$ cat src/rtl/ccff_loader_pkg.sv
// Shared types and constants for the configuration-chain bitstream loader.
package ccff_loader_pkg;

  typedef enum logic [1:0] {
    ST_IDLE  = 2'd0,
    ST_LOAD  = 2'd1,
    ST_SHIFT = 2'd2,
    ST_DONE  = 2'd3
  } state_t;

  localparam logic [7:0] CRC8_POLY = 8'h07;
  localparam logic [7:0] CRC8_INIT = 8'h00;

  // One serial step of a non-reflected CRC-8, MSB-first.
  function automatic logic [7:0] crc8_step(input logic [7:0] crc, input logic b);
    return {crc[6:0], 1'b0} ^ (((crc[7] ^ b) == 1'b1) ? CRC8_POLY : 8'h00);
  endfunction

endpackage

$ cat src/rtl/ccff_bitstream_loader_if.sv
// Valid/ready word stream feeding the bitstream loader.
interface ccff_bitstream_loader_if #(
  parameter int unsigned DATA_W = 8
);
  logic [DATA_W-1:0] s_data;
  logic              s_valid;
  logic              s_ready;

  modport master (output s_data, output s_valid, input s_ready);
  modport slave  (input s_data, input s_valid, output s_ready);
endinterface

$ cat src/rtl/ccff_loader_piso.sv
// Parallel-load shift register with a count of bits still to be shifted out.
module ccff_loader_piso #(
  parameter int unsigned DATA_W = 8,
  parameter int unsigned BL_W   = 4
) (
  input  logic              clk,
  input  logic              rst,
  input  logic              clr,
  input  logic              load,
  input  logic [DATA_W-1:0] din,
  input  logic              shift,
  output logic              msb,
  output logic [BL_W-1:0]   bits_left
);
  logic [DATA_W-1:0] sr;

  assign msb = sr[DATA_W-1];

  // Load beats shift so a word accepted on the last bit's cycle streams without a bubble.
  always_ff @(posedge clk) begin
    if (rst || clr) begin
      sr        <= '0;
      bits_left <= '0;
    end else if (load) begin
      sr        <= din;
      bits_left <= BL_W'(DATA_W);
    end else if (shift) begin
      sr        <= sr << 1;
      bits_left <= bits_left - 1'b1;
    end
  end
endmodule

$ cat src/rtl/ccff_bitstream_loader.sv
// Serializes stream words MSB-first onto the configuration chain head for exactly CHAIN_LEN bits.
// Optional CRC-8 of the shifted bits on crc_out when CCFF_LOADER_CRC_EN is defined.
module ccff_bitstream_loader
  import ccff_loader_pkg::*;
#(
  parameter int unsigned DATA_W    = 8,
  parameter int unsigned CHAIN_LEN = 1024,
  parameter int unsigned CNT_W     = $clog2(CHAIN_LEN + 1)
) (
  input  logic                    prog_clk,
  input  logic                    prog_reset,
  input  logic                    start,
  ccff_bitstream_loader_if.slave  stream,
  output logic                    ccff_head,
  output logic                    ccff_shift_en,
  output logic                    busy,
  output logic                    done,
  output logic [CNT_W-1:0]        bit_cnt
`ifdef CCFF_LOADER_CRC_EN
  ,
  output logic [7:0]              crc_out
`endif
);
  localparam int unsigned BL_W = $clog2(DATA_W + 1);

  state_t          state;
  logic [BL_W-1:0] bits_left;
  logic            msb;
  logic            accept;
  logic            last_bit;

  assign ccff_shift_en = (state == ST_SHIFT) && (bits_left != '0);
  assign ccff_head     = ccff_shift_en & msb;
  assign stream.s_ready = busy && (bit_cnt < CNT_W'(CHAIN_LEN)) &&
                          ((bits_left == '0) || ((bits_left == BL_W'(1)) && ccff_shift_en));
  assign accept   = stream.s_valid && stream.s_ready;
  assign last_bit = ccff_shift_en && (bit_cnt == CNT_W'(CHAIN_LEN - 1));

  // Reaching the chain length drops whatever is left of the current word.
  ccff_loader_piso #(
    .DATA_W (DATA_W),
    .BL_W   (BL_W)
  ) u_piso (
    .clk       (prog_clk),
    .rst       (prog_reset),
    .clr       (last_bit),
    .load      (accept),
    .din       (stream.s_data),
    .shift     (ccff_shift_en),
    .msb       (msb),
    .bits_left (bits_left)
  );

  always_ff @(posedge prog_clk) begin
    if (prog_reset) begin
      state   <= ST_IDLE;
      busy    <= 1'b0;
      done    <= 1'b0;
      bit_cnt <= '0;
    end else begin
      if (ccff_shift_en) bit_cnt <= bit_cnt + 1'b1;
      case (state)
        ST_IDLE, ST_DONE: begin
          if (start) begin
            state   <= ST_LOAD;
            busy    <= 1'b1;
            done    <= 1'b0;
            bit_cnt <= '0;
          end
        end
        ST_LOAD: begin
          if (accept) state <= ST_SHIFT;
        end
        ST_SHIFT: begin
          if (last_bit) begin
            state <= ST_DONE;
            busy  <= 1'b0;
            done  <= 1'b1;
          end else if (ccff_shift_en && (bits_left == BL_W'(1)) && !accept) begin
            state <= ST_LOAD;
          end
        end
        default: state <= ST_IDLE;
      endcase
    end
  end

`ifdef CCFF_LOADER_CRC_EN
  always_ff @(posedge prog_clk) begin
    if (prog_reset) begin
      crc_out <= CRC8_INIT;
    end else if (((state == ST_IDLE) || (state == ST_DONE)) && start) begin
      crc_out <= CRC8_INIT;
    end else if (ccff_shift_en) begin
      crc_out <= crc8_step(crc_out, ccff_head);
    end
  end
`endif
endmodule
$ cat src/flat_wrapper.sv
// flat-port wrapper written by rule: the top's interface ports become plain ports
module ccff_bitstream_loader_flat import ccff_loader_pkg::*;
#(
  parameter int unsigned DATA_W    = 8,
  parameter int unsigned CHAIN_LEN = 1024,
  parameter int unsigned CNT_W     = $clog2(CHAIN_LEN + 1)
)
  (prog_clk, prog_reset, start, ccff_head, ccff_shift_en, busy, done, bit_cnt, stream_s_data, stream_s_valid, stream_s_ready);
  ccff_bitstream_loader_if #(.DATA_W(DATA_W)) stream_i ();
  input  logic prog_clk;
  input  logic prog_reset;
  input  logic start;
  output logic ccff_head;
  output logic ccff_shift_en;
  output logic busy;
  output logic done;
  output logic [CNT_W-1:0] bit_cnt;
  input wire logic [$bits(stream_i.s_data)-1:0] stream_s_data;
  input wire logic [$bits(stream_i.s_valid)-1:0] stream_s_valid;
  output wire logic [$bits(stream_i.s_ready)-1:0] stream_s_ready;
  assign stream_i.s_data = stream_s_data;
  assign stream_i.s_valid = stream_s_valid;
  assign stream_s_ready = stream_i.s_ready;
  ccff_bitstream_loader #(.DATA_W(DATA_W), .CHAIN_LEN(CHAIN_LEN), .CNT_W(CNT_W)) u_core (.prog_clk(prog_clk), .prog_reset(prog_reset), .start(start), .stream(stream_i), .ccff_head(ccff_head), .ccff_shift_en(ccff_shift_en), .busy(busy), .done(done), .bit_cnt(bit_cnt));
endmodule
$ cat config.mk
export PLATFORM = sky130hd
export DESIGN_NAME = ccff_bitstream_loader_flat
export DESIGN_NICKNAME = d
export VERILOG_FILES = /design/src/rtl/ccff_loader_pkg.sv /design/src/rtl/ccff_bitstream_loader_if.sv /design/src/rtl/ccff_loader_piso.sv /design/src/rtl/ccff_bitstream_loader.sv /design/src/flat_wrapper.sv
export SDC_FILE = /design/constraint.sdc
export NUM_CORES = 1
export LEC_CHECK = 0
export BUFFER_PORTS_ARGS = -buffer_cell sky130_fd_sc_hd__buf_2
export CAP_MARGIN = 20
export CORE_MARGIN = 5
export CORE_UTILIZATION = 55
export CTS_CLUSTER_SIZE = 25
export DETAILED_ROUTE_END_ITERATION = 8
export GPL_ROUTABILITY_DRIVEN = 0
export PLACE_DENSITY = 0.82
export SKIP_CTS_REPAIR_TIMING = 1
export SYNTH_ARGS = -nofsm -noshare
export SYNTH_HDL_FRONTEND = slang
export SYNTH_SLANG_ARGS = --single-unit
$ cat constraint.sdc
create_clock -name prog_clk -period 6.1 [get_ports prog_clk]
set_clock_uncertainty 0.05 [all_clocks]
set_input_delay 0.305 -clock prog_clk [delete_from_list [all_inputs] [get_ports prog_clk]]
set_output_delay 0.305 -clock prog_clk [all_outputs]
set_load 0.1 [all_outputs]
==> results of run 1 <==
state kept, by name (all words and copies together), names as in the netlist:
name                     count
u_core.bit_cnt              11
u_core.busy                  1
u_core.done                  1
u_core.state                 2
u_core.u_piso.bits_left      4
u_core.u_piso.sr             8
layout make-up:
type	count	area (um2)
fillers	206	881
well taps	30	37.5
flip-flops and latches	27	541
multi-input cells	114	773
inverters	10	37.5
repair buffers	27	135
clock buffers	3	22.5
clock inverters	1	5.00
metrics by stage:
step	std cells	total power [uW]	setup slack, ns	cell area, um2
floorplan	156	325	3.51	1370
global placement	208	344	3.93	1520
finish	212	428	3.51	1550
global route	212	453	3.36	1550
CTS	212	431	3.49	1550
detailed placement	208	351	3.81	1520
worst max path at each step:
| stage | start | cells past startpoint | endpoint |
|---|---|---|---|
| finish | u_core.u_piso.bits_left[0] | 6 | ccff_shift_en |
| detailed placement | u_core.state[0] | 6 | u_core.state[0] |
| CTS | u_core.u_piso.bits_left[0] | 6 | ccff_shift_en |
| floorplan | u_core.bit_cnt[0] | 5 | u_core.state[0] |
| global placement | u_core.state[0] | 6 | u_core.state[0] |
| global route | u_core.u_piso.bits_left[0] | 6 | ccff_shift_en |
power by group:
group | leakage, uW | internal [uW] | switching [uW] | total, uW
Sequential | 0.000219 | 194 | 13.0 | 207
Clock | 0.0000177 | 24.7 | 54.0 | 78.7
Combinational | 0.000440 | 45.6 | 96.4 | 142
Yosys cell counts (all sizes together), types with 2 or more instances:
cell,n
dfxtp,27
nor2,17
inv,10
nand2,9
a211oi,8
a21oi,8
nand3,8
mux2i,7
ha,6
o21ai,6
or3,6
and3,4
xnor2,4
xor2,4
clkbuf,3
nand4,3
nor3,3
buf,2
o21a,2
layer usage:
layer | GRT usage [%] | wire length, um | up-vias | part of all wire, %
li1 | - | - | 611 | -
met3 | 2.59 | 142 | 5 | 5.0
met4 | 9.18 | 60 | 0 | 2.1
met5 | 0 | 0 | - | 0
met1 | 19.0 | 1190 | 554 | 42
met2 | 31.9 | 1430 | 24 | 51
worst min-delay path: stages:
cell	delay [ns]
buf_2	0.10
nand2_1	0.05
a21oi_1	0.05
cell families after synthesis:
group                      share of synthesized area, %
and+or+nand+nor                                    24.8
AOI/OAI and AO/OA                                  15.0
xor gates and xnor gates                           5.10
DFF                                                39.4
muxes                                              5.93
adders and majority gates                          5.47
buffers and inverters                              4.28
==> impl_metrics.csv, run 1 <==
group,metric,value,unit
outcome,status,"finished clean",
pwr,irDropWorstVdd,0.000213,V
worst_setup_path,cp_num_buf_inv,3,
die,die_h,60.0,um
worst_setup_path,timing.rr.end,"u_core.state[0]",
placement,dp_hpwl,2170,um
worst_setup_path,r2r_cells,6,
final_layout,antenna_cells,0,
logic_synthesis,ys_warn_count,0,
routing,vias_per_cell,5.63,
worst_hold_path,whs_endpoint,"u_core.u_piso.sr[0]",
pwr,pwr_density_cell,276,mW/mm2
clock_network,clkLatencyLatePin,0.33,ns
logic_synthesis,ys_top_cells_by_area,"dfxtp_1 (39%), ha_1 (5.5%), mux2i_1 (5.1%), nor2_1 (4.6%), a211oi_1 (3.8%)",
logic_synthesis,synth_top_area_cell,"dfxtp_1",
final_layout,drive_above_1_share,19.8,%
timing,rsz0062_at_grt,"no",
worst_setup_path,crit_chain,"inv_1 > ha_1 > or3b_1 > nand2_4 > inv_2 > buf_2",
routing,vias,1194,
global_routing,grt_util_all_layers,17.4,%
worst_setup_path,required,5.74,ns
timing,min_period,2.59,ns
final_layout,most-common-layout-cells,"buf_2 (27), dfxtp_1 (27), nor2_1 (17)",
worst_setup_path,end_kind,"primary output",
logic_synthesis,synth_cell_types,42,
routing,drtIter0Drc,32,
timing,holdWs,0.145,ns
clock_network,cts_made_buffers,3,
worst_hold_path,hp-class,"in2reg",
clock_network,cts_tree,"yes",
die,std_cell_rows,18,
worst_setup_path,r2r-start,"u_core.state[0]",
timing,setup_viol,0,
logic_synthesis,ys_seq_area_share,39.4,%
timing,fin_tns_setup,0,ns
placement,io_buffers,27,
final_layout,syn_to_final_growth,13.0,%
die,dieArea,0.00359,mm2
logic_synthesis,synth_enable_flop_cells,0,
timing,report.final.slew_viol_count,0,
worst_setup_path,cp_top_family,"buffers and inverters",
timing,worstMarginPinSlew,0.527,ns
flow_run,maxCapViolCount,0,
worst_setup_path,slowest_stage,"buf_2",
worst_setup_path,start_kind,"flop",
global_routing,grt_pass1_wl,4780,um
final_layout,nets,201,
global_routing,antenna_found_initial,0,
logic_synthesis,synth_top_area_share,39.4,%
routing,dr.pass1.iters,5,
global_routing,grt_pass1_vias,1168,
clock_network,cts_root_buffer,"clkbuf_4",
logic_synthesis,synth.net_count,174,
worst_setup_path,ff2ff_setup_slack,3.76,ns
die,initial_core_util,56.4,%
timing,max_freq,386,MHz
die,core,0.00243,mm2
global_routing,overflow,0,
clock_network,cts-htree-levels,1,
timing,report.final.hold_viol_count,0,
clock_network,numClockSinks,27,
logic_synthesis,ys_ff_latch,27,
timing,fin_crit_sh,42.5,%
global_routing,grt_max_degree,17,
worst_setup_path,arrival,2.24,ns
logic_synthesis,syn_inst,156,
worst_setup_path,worstSetupPathType,"reg2out",
worst_setup_path,cp_max_fo,9,
logic_synthesis,ys.flop_type,"dfxtp_1",
logic_synthesis,syn-cell-area,0.00137,mm2
routing,route.detailed.drc,0,
routing,antenna_left,0,
logic_synthesis,avgSynthCellArea,8.80,um2
routing,route.detailed.wl_per_inst,13.3,um
worst_hold_path,hold_start,"stream_s_data[0]",
worst_setup_path,critPathMaxStageDelay,0.45,ns
die,boundaryPins,28,
routing,drt_wl_total,2820,um
final_layout,final_util,63.8,%
clock_network,clk_pin_slew_worst_paths,0.14,ns
worst_hold_path,min_path_cells,3,
clock_network,clock_path_buffers,2,
die,die_w,60.0,um
timing,slew-limit-headroom,64.8,%
pwr,p_leak,0.000677,uW
logic_synthesis,postSynth.asyncResetShare,0,%
Note: power is estimated with default switching activity, not from simulation.
==> run 2, diff against run 1 <==
Settings changed: ABC_AREA set to 1, CORE_UTILIZATION 55 to 54, PLACE_DENSITY 0.82 to 0.8.
Clock period 6.1 ns to 2.4 ns, I/O delays scaled along.
==> run 2 against run 1 <==
Compared with the run above:
- via count is 9.5% higher
- largest power group is now combinational logic
- global-route usage is 1.2 points higher
- routed wire length rose by 7.4%
- worst hold slack lost 0.11 ns
==> impl_metrics.csv, run 2 <==
group,metric,value,unit
global_routing,grt_pass1_vias,1263,
pwr,irDropWorstVdd,0.000635,V
routing,antenna_left,0,
logic_synthesis,ys_seq_area_share,37.7,%
die,boundaryPins,28,
timing,fin_crit_sh,92.0,%
timing,worstMarginPinSlew,0.487,ns
final_layout,nets,240,
logic_synthesis,synth_top_area_share,37.7,%
final_layout,syn_to_final_growth,14.5,%
logic_synthesis,ys_warn_count,0,
clock_network,clkLatencyLatePin,0.33,ns
flow_run,maxCapViolCount,0,
final_layout,antenna_cells,0,
logic_synthesis,syn_inst,192,
worst_setup_path,cp_max_fo,19,
worst_setup_path,r2r-start,"u_core.state[0]",
clock_network,clock_path_buffers,2,
routing,route.detailed.wl_per_inst,12.1,um
timing,rsz0062_at_grt,"no",
clock_network,cts_made_buffers,3,
routing,drtIter0Drc,35,
outcome,status,"finished clean",
clock_network,cts_tree,"yes",
logic_synthesis,postSynth.asyncResetShare,0,%
global_routing,antenna_found_initial,0,
logic_synthesis,ys_top_cells_by_count,"nand2_1 (40), dfxtp_1 (27), nor2_1 (22)",
placement,dp_hpwl,2400,um
clock_network,clk_pin_slew_worst_paths,0.13,ns
timing,report.final.slew_viol_count,0,
worst_setup_path,end_kind,"primary output",
timing,slew-limit-headroom,67.8,%
logic_synthesis,ys_top_cells_by_area,"dfxtp_1 (38%), nand2_1 (10%), nor2_1 (5.8%), ha_1 (5.2%), inv_1 (5.0%)",
logic_synthesis,ys.flop_type,"dfxtp_1",
die,dieArea,0.00378,mm2
final_layout,most-common-layout-cells,"nand2_1 (40), dfxtp_1 (27), buf_2 (26)",
timing,min_period,2.21,ns
logic_synthesis,avgSynthCellArea,7.46,um2
worst_setup_path,startpoint,"u_core.u_piso.bits_left[0]",
worst_setup_path,worstSetupPathType,"reg2out",
die,die_h,61.5,um
worst_setup_path,required,2.23,ns
clock_network,cts-htree-levels,1,
timing,report.final.hold_viol_count,0,
timing,fin_tns_setup,0,ns
die,die_w,61.5,um
placement,placed_area,0.00160,mm2
logic_synthesis,synth.net_count,210,
final_layout,largest_reg_flops,11,
logic_synthesis,synth_enable_flop_cells,0,
worst_setup_path,start_kind,"flop",
routing,route.detailed.drc,0,
final_layout,layout.cells.most_common,"nand2_1",
global_routing,grt_pass1_wl,5310,um
routing,vias_per_cell,5.21,
timing,setup_viol,0,
routing,vias,1307,
routing,drt_wl_total,3030,um
final_layout,regMostFlops,"u_core.bit_cnt",
logic_synthesis,syn-cell-area,0.00143,mm2
pwr,pwr_density_cell,885,mW/mm2
final_layout,reg.largest.list,"u_core.bit_cnt (11), u_core.u_piso.sr (8), u_core.u_piso.bits_left (4)",
logic_synthesis,synth_top_area_cell,"dfxtp_1",
clock_network,cts_root_buffer,"clkbuf_4",
worst_hold_path,hp-class,"in2reg",
global_routing,overflow,0,
clock_network,numClockSinks,27,
global_routing,grt_util_all_layers,18.6,%
placement,io_buffers,27,
logic_synthesis,synth_cell_types,32,
die,initial_core_util,57.3,%
worst_setup_path,ff2ff_setup_slack,0.53,ns
logic_synthesis,ys_ff_latch,27,
worst_hold_path,hold_start,"stream_s_data[6]",
final_layout,postLayoutCellArea,0.00164,mm2
routing,dr.pass1.iters,4,
timing,max_freq,453,MHz
die,std_cell_rows,18,
die,core,0.00250,mm2
logic_synthesis,yosysMostFrequentCell,"nand2_1",
final_layout,drive_above_1_share,24.4,%
global_routing,grt_max_degree,21,
worst_setup_path,arrival,2.04,ns
pwr,p_leak,0.000698,uW
[run 2: worst paths after layout]
kind	end	cells past startpoint
setup / recovery	stream_s_ready	8
hold / removal	u_core.u_piso.sr[6]	3
setup reg to reg	u_core.state[0]	9
hold reg to reg	u_core.done	2
[run 2: kinds of logic after synthesis]
family / Yosys count / synth area share (%)
AND/OR/NAND/NOR: 91 / 30.9
AO/OA/AOI/OAI: 38 / 15.9
flip-flops: 27 / 37.7
buffers and inverters: 26 / 7.77
adder cells (fa/ha/maj): 6 / 5.24
XOR/XNOR: 4 / 2.45
[run 2: critical path, cell delays in order, from the launching register on]
cell	delay, ns
dfxtp_1	0.38
inv_1	0.08
ha_1	0.24
nand2_4	0.12
nand2_4	0.14
inv_4	0.20
nand3_2	0.14
a21oi_4	0.17
buf_6	0.24
[run 2: per-stage QoR]
stage          std cells  hold WS (ns)  setup WS (ns)  total power (uW)  utilization, %
6_report             251        0.0394          0.193              1450            65.6
5_1_grt              251        0.0466         0.0516              1560            65.6
4_1_cts              250       -0.0462       -0.00292              1460            65.0
3_5_place_dp         246         0.321          0.381              1260            63.9
3_3_place_gp         246         0.309          0.438              1220            63.9
2_1_floorplan        192         0.139          0.132              1140               -
[run 2: area by class of cell]
class	instances	area [um2]
clock inverters	1	5.00
fillers	228	860
inverters	22	85.1
multi-input cells	139	791
repair buffers	29	159
flip-flops and latches	27	541
well taps	30	37.5
clock buffers	3	22.5
[run 2: power by group]
part	total, uW	switching, uW	leakage [uW]	internal [uW]
sequential	569	50.8	0.000219	518
combinational	690	488	0.000461	203
clock	193	130	0.0000177	62.5
total	1450	669	0.000698	784
[run 2: routing by layer]
| layer | global-route usage [%] | up-vias | share of wire [%] |
|---|---|---|---|
| li1 | - | 686 | - |
| met1 | 22.8 | 592 | 45 |
| met2 | 32.9 | 27 | 51 |
| met3 | 2.31 | 2 | 4.2 |
| met4 | 7.27 | 0 | 0.43 |
| met5 | 0 | - | 0 |
==> run 3, diff against run 2 <==
==> constraint.sdc (replaced) <==
create_clock -name prog_clk -period 2.4 [get_ports prog_clk]
set_clock_uncertainty 0.05 [all_clocks]
set_input_delay 0.48 -clock prog_clk [delete_from_list [all_inputs] [get_ports prog_clk]]
set_output_delay 0.48 -clock prog_clk [all_outputs]
set_load 0.1 [all_outputs]
==> run 3 against run 2 <==
Compared with the run above:
- highest routed layer unchanged
- largest cell class unchanged
- total power rose by 3.6%
- sequential cell count did not move
- largest power group unchanged
- maximum frequency fell by 6.3%
- critical path depth did not move
- via count rose by 1.4%
- setup slack got worse by 0.15 ns
- sequential power barely moved
- critical endpoint unchanged
- die area did not move
- global-route usage rose by 0.72 points
- first-iteration DRC count rose by 51%
==> impl_metrics.csv, run 3 (synthesis results as in run 2) <==
group,metric,value,unit
clock_network,clkLatencyLatePin,0.32,ns
final_layout,layout.cells.most_common,"nand2_1",
worst_setup_path,required,1.87,ns
routing,drtIter0Drc,53,
flow_run,maxCapViolCount,0,
placement,dp_hpwl,2420,um
global_routing,grt_pass1_vias,1290,
final_layout,largest_reg_flops,11,
worst_setup_path,end_kind,"primary output",
clock_network,cts_made_buffers,3,
clock_network,cts_root_buffer,"clkbuf_4",
worst_setup_path,critPathMaxStageDelay,0.40,ns
timing,min_period,2.35,ns
final_layout,fill_cells,227,
placement,pre_cts_slack,0.386,ns
worst_setup_path,arrival,1.82,ns
timing,max_freq,425,MHz
routing,vias_per_cell,5.26,
final_layout,reg.largest.list,"u_core.bit_cnt (11), u_core.u_piso.sr (8), u_core.u_piso.bits_left (4)",
worst_setup_path,crit_chain,"inv_1 > ha_2 > nand2_4 > nand2_8 > inv_4 > nand3_2 > a21oi_4 > buf_12",
pwr,power,1500,uW
final_layout,nets,241,
worst_setup_path,slowest_stage,"dfxtp_1",
global_routing,overflow,0,
die,std_cell_rows,18,
routing,route.detailed.drc,0,
placement,placed_area,0.00163,mm2
worst_setup_path,start_kind,"flop",
die,initial_core_util,57.3,%
outcome,status,"finished clean",
routing,route.detailed.wl_per_inst,12.8,um
placement,io_buffers,27,
clock_network,clock_path_buffers,2,
final_layout,antenna_cells,0,
pwr,p_leak,0.000693,uW
timing,fin_crit_sh,98.1,%
worst_setup_path,r2r_cells,9,
timing,report.final.slew_viol_count,0,
timing,report.final.hold_viol_count,0,
pwr,pwr_density_cell,894,mW/mm2
pwr,irDropWorstVdd,0.000790,V
final_layout,syn_to_final_growth,17.5,%
die,die_h,61.5,um
die,die_w,61.5,um
clock_network,clk_pin_slew_worst_paths,0.14,ns
routing,vias,1325,
placement,dp.cells,247,
global_routing,antenna_found_initial,0,
final_layout,fin_cells,252,
timing,worst_slack,0.0452,ns
final_layout,regArea,542,um2
worst_hold_path,min_path_cells,2,
routing,drt_wl_total,3230,um
die,boundaryPins,28,
worst_setup_path,worstSetupPathType,"reg2out",
timing,slew-limit-headroom,67.5,%
global_routing,grt_max_degree,21,
final_layout,multiInputGateArea,805,um2
clock_network,numClockSinks,27,
clock_network,cts_tree,"yes",
global_routing,grt_pass1_wl,5560,um
worst_hold_path,hp-class,"in2reg",
routing,antenna_left,0,
final_layout,drive_above_1_share,26.1,%
die,core,0.00250,mm2
timing,worstMarginPinSlew,0.490,ns
final_layout,postLayoutCellArea,0.00168,mm2
final_layout,regMostFlops,"u_core.bit_cnt",
worst_setup_path,cp_max_fo,17,
die,dieArea,0.00378,mm2
timing,holdWs,0.330,ns
timing,setup_viol,0,
global_routing,grt_util_all_layers,19.3,%
routing,dr.pass1.iters,4,
final_layout,most-common-layout-cells,"nand2_1 (40), dfxtp_1 (26), buf_2 (25)",
clock_network,cts-htree-levels,1,
==> run 3: worst max-delay path: cells and delay by family (launching register included) <==
family	cells	cell delay, ns
AOI/OAI and AO/OA	1	0.22
adders and majority gates	1	0.20
buffers and inverters	3	0.36
DFF	1	0.40
and+or+nand+nor	3	0.33
==> run 3: final cells by class <==
cell class                 count  area share, %
multi-input combinational    139           47.8
clock buffer                   4           1.56
timing repair buffer          30           11.2
inverter                      22           5.06
tap                           30           2.23
sequential                    27           32.2
==> run 3: through the flow <==
stage                     utilization, %  setup TNS (ns)
after floorplan                        -               0
after global placement              65.4               0
after detailed placement            65.4               0
after CTS                           66.4               0
after global routing                67.3         -0.0430
final                               67.3               0
==> run 3: report_power, final <==
part / internal [uW] / switching [uW]
registers: 519 / 53.6
clock network: 65.2 / 129
logic: 232 / 507
==> run 3: path summary, 6_finish.rpt <==
path	from	endpoint	slack (ns)
setup / recovery	u_core.u_piso.bits_left[1]	stream_s_ready	0.05
hold / removal	prog_reset	u_core.busy	0.33
setup reg to reg	u_core.state[0]	u_core.state[1]	0.54
hold reg to reg	u_core.done	u_core.done	0.41
==> run 3: per-layer routing <==
metal,GRT usage (%),vias up,part of all wire (%)
met5,0,-,0
met4,7.88,0,3.2
li1,-,682,-
met3,3.35,13,5.0
met2,32.4,34,48
met1,24.4,596,43
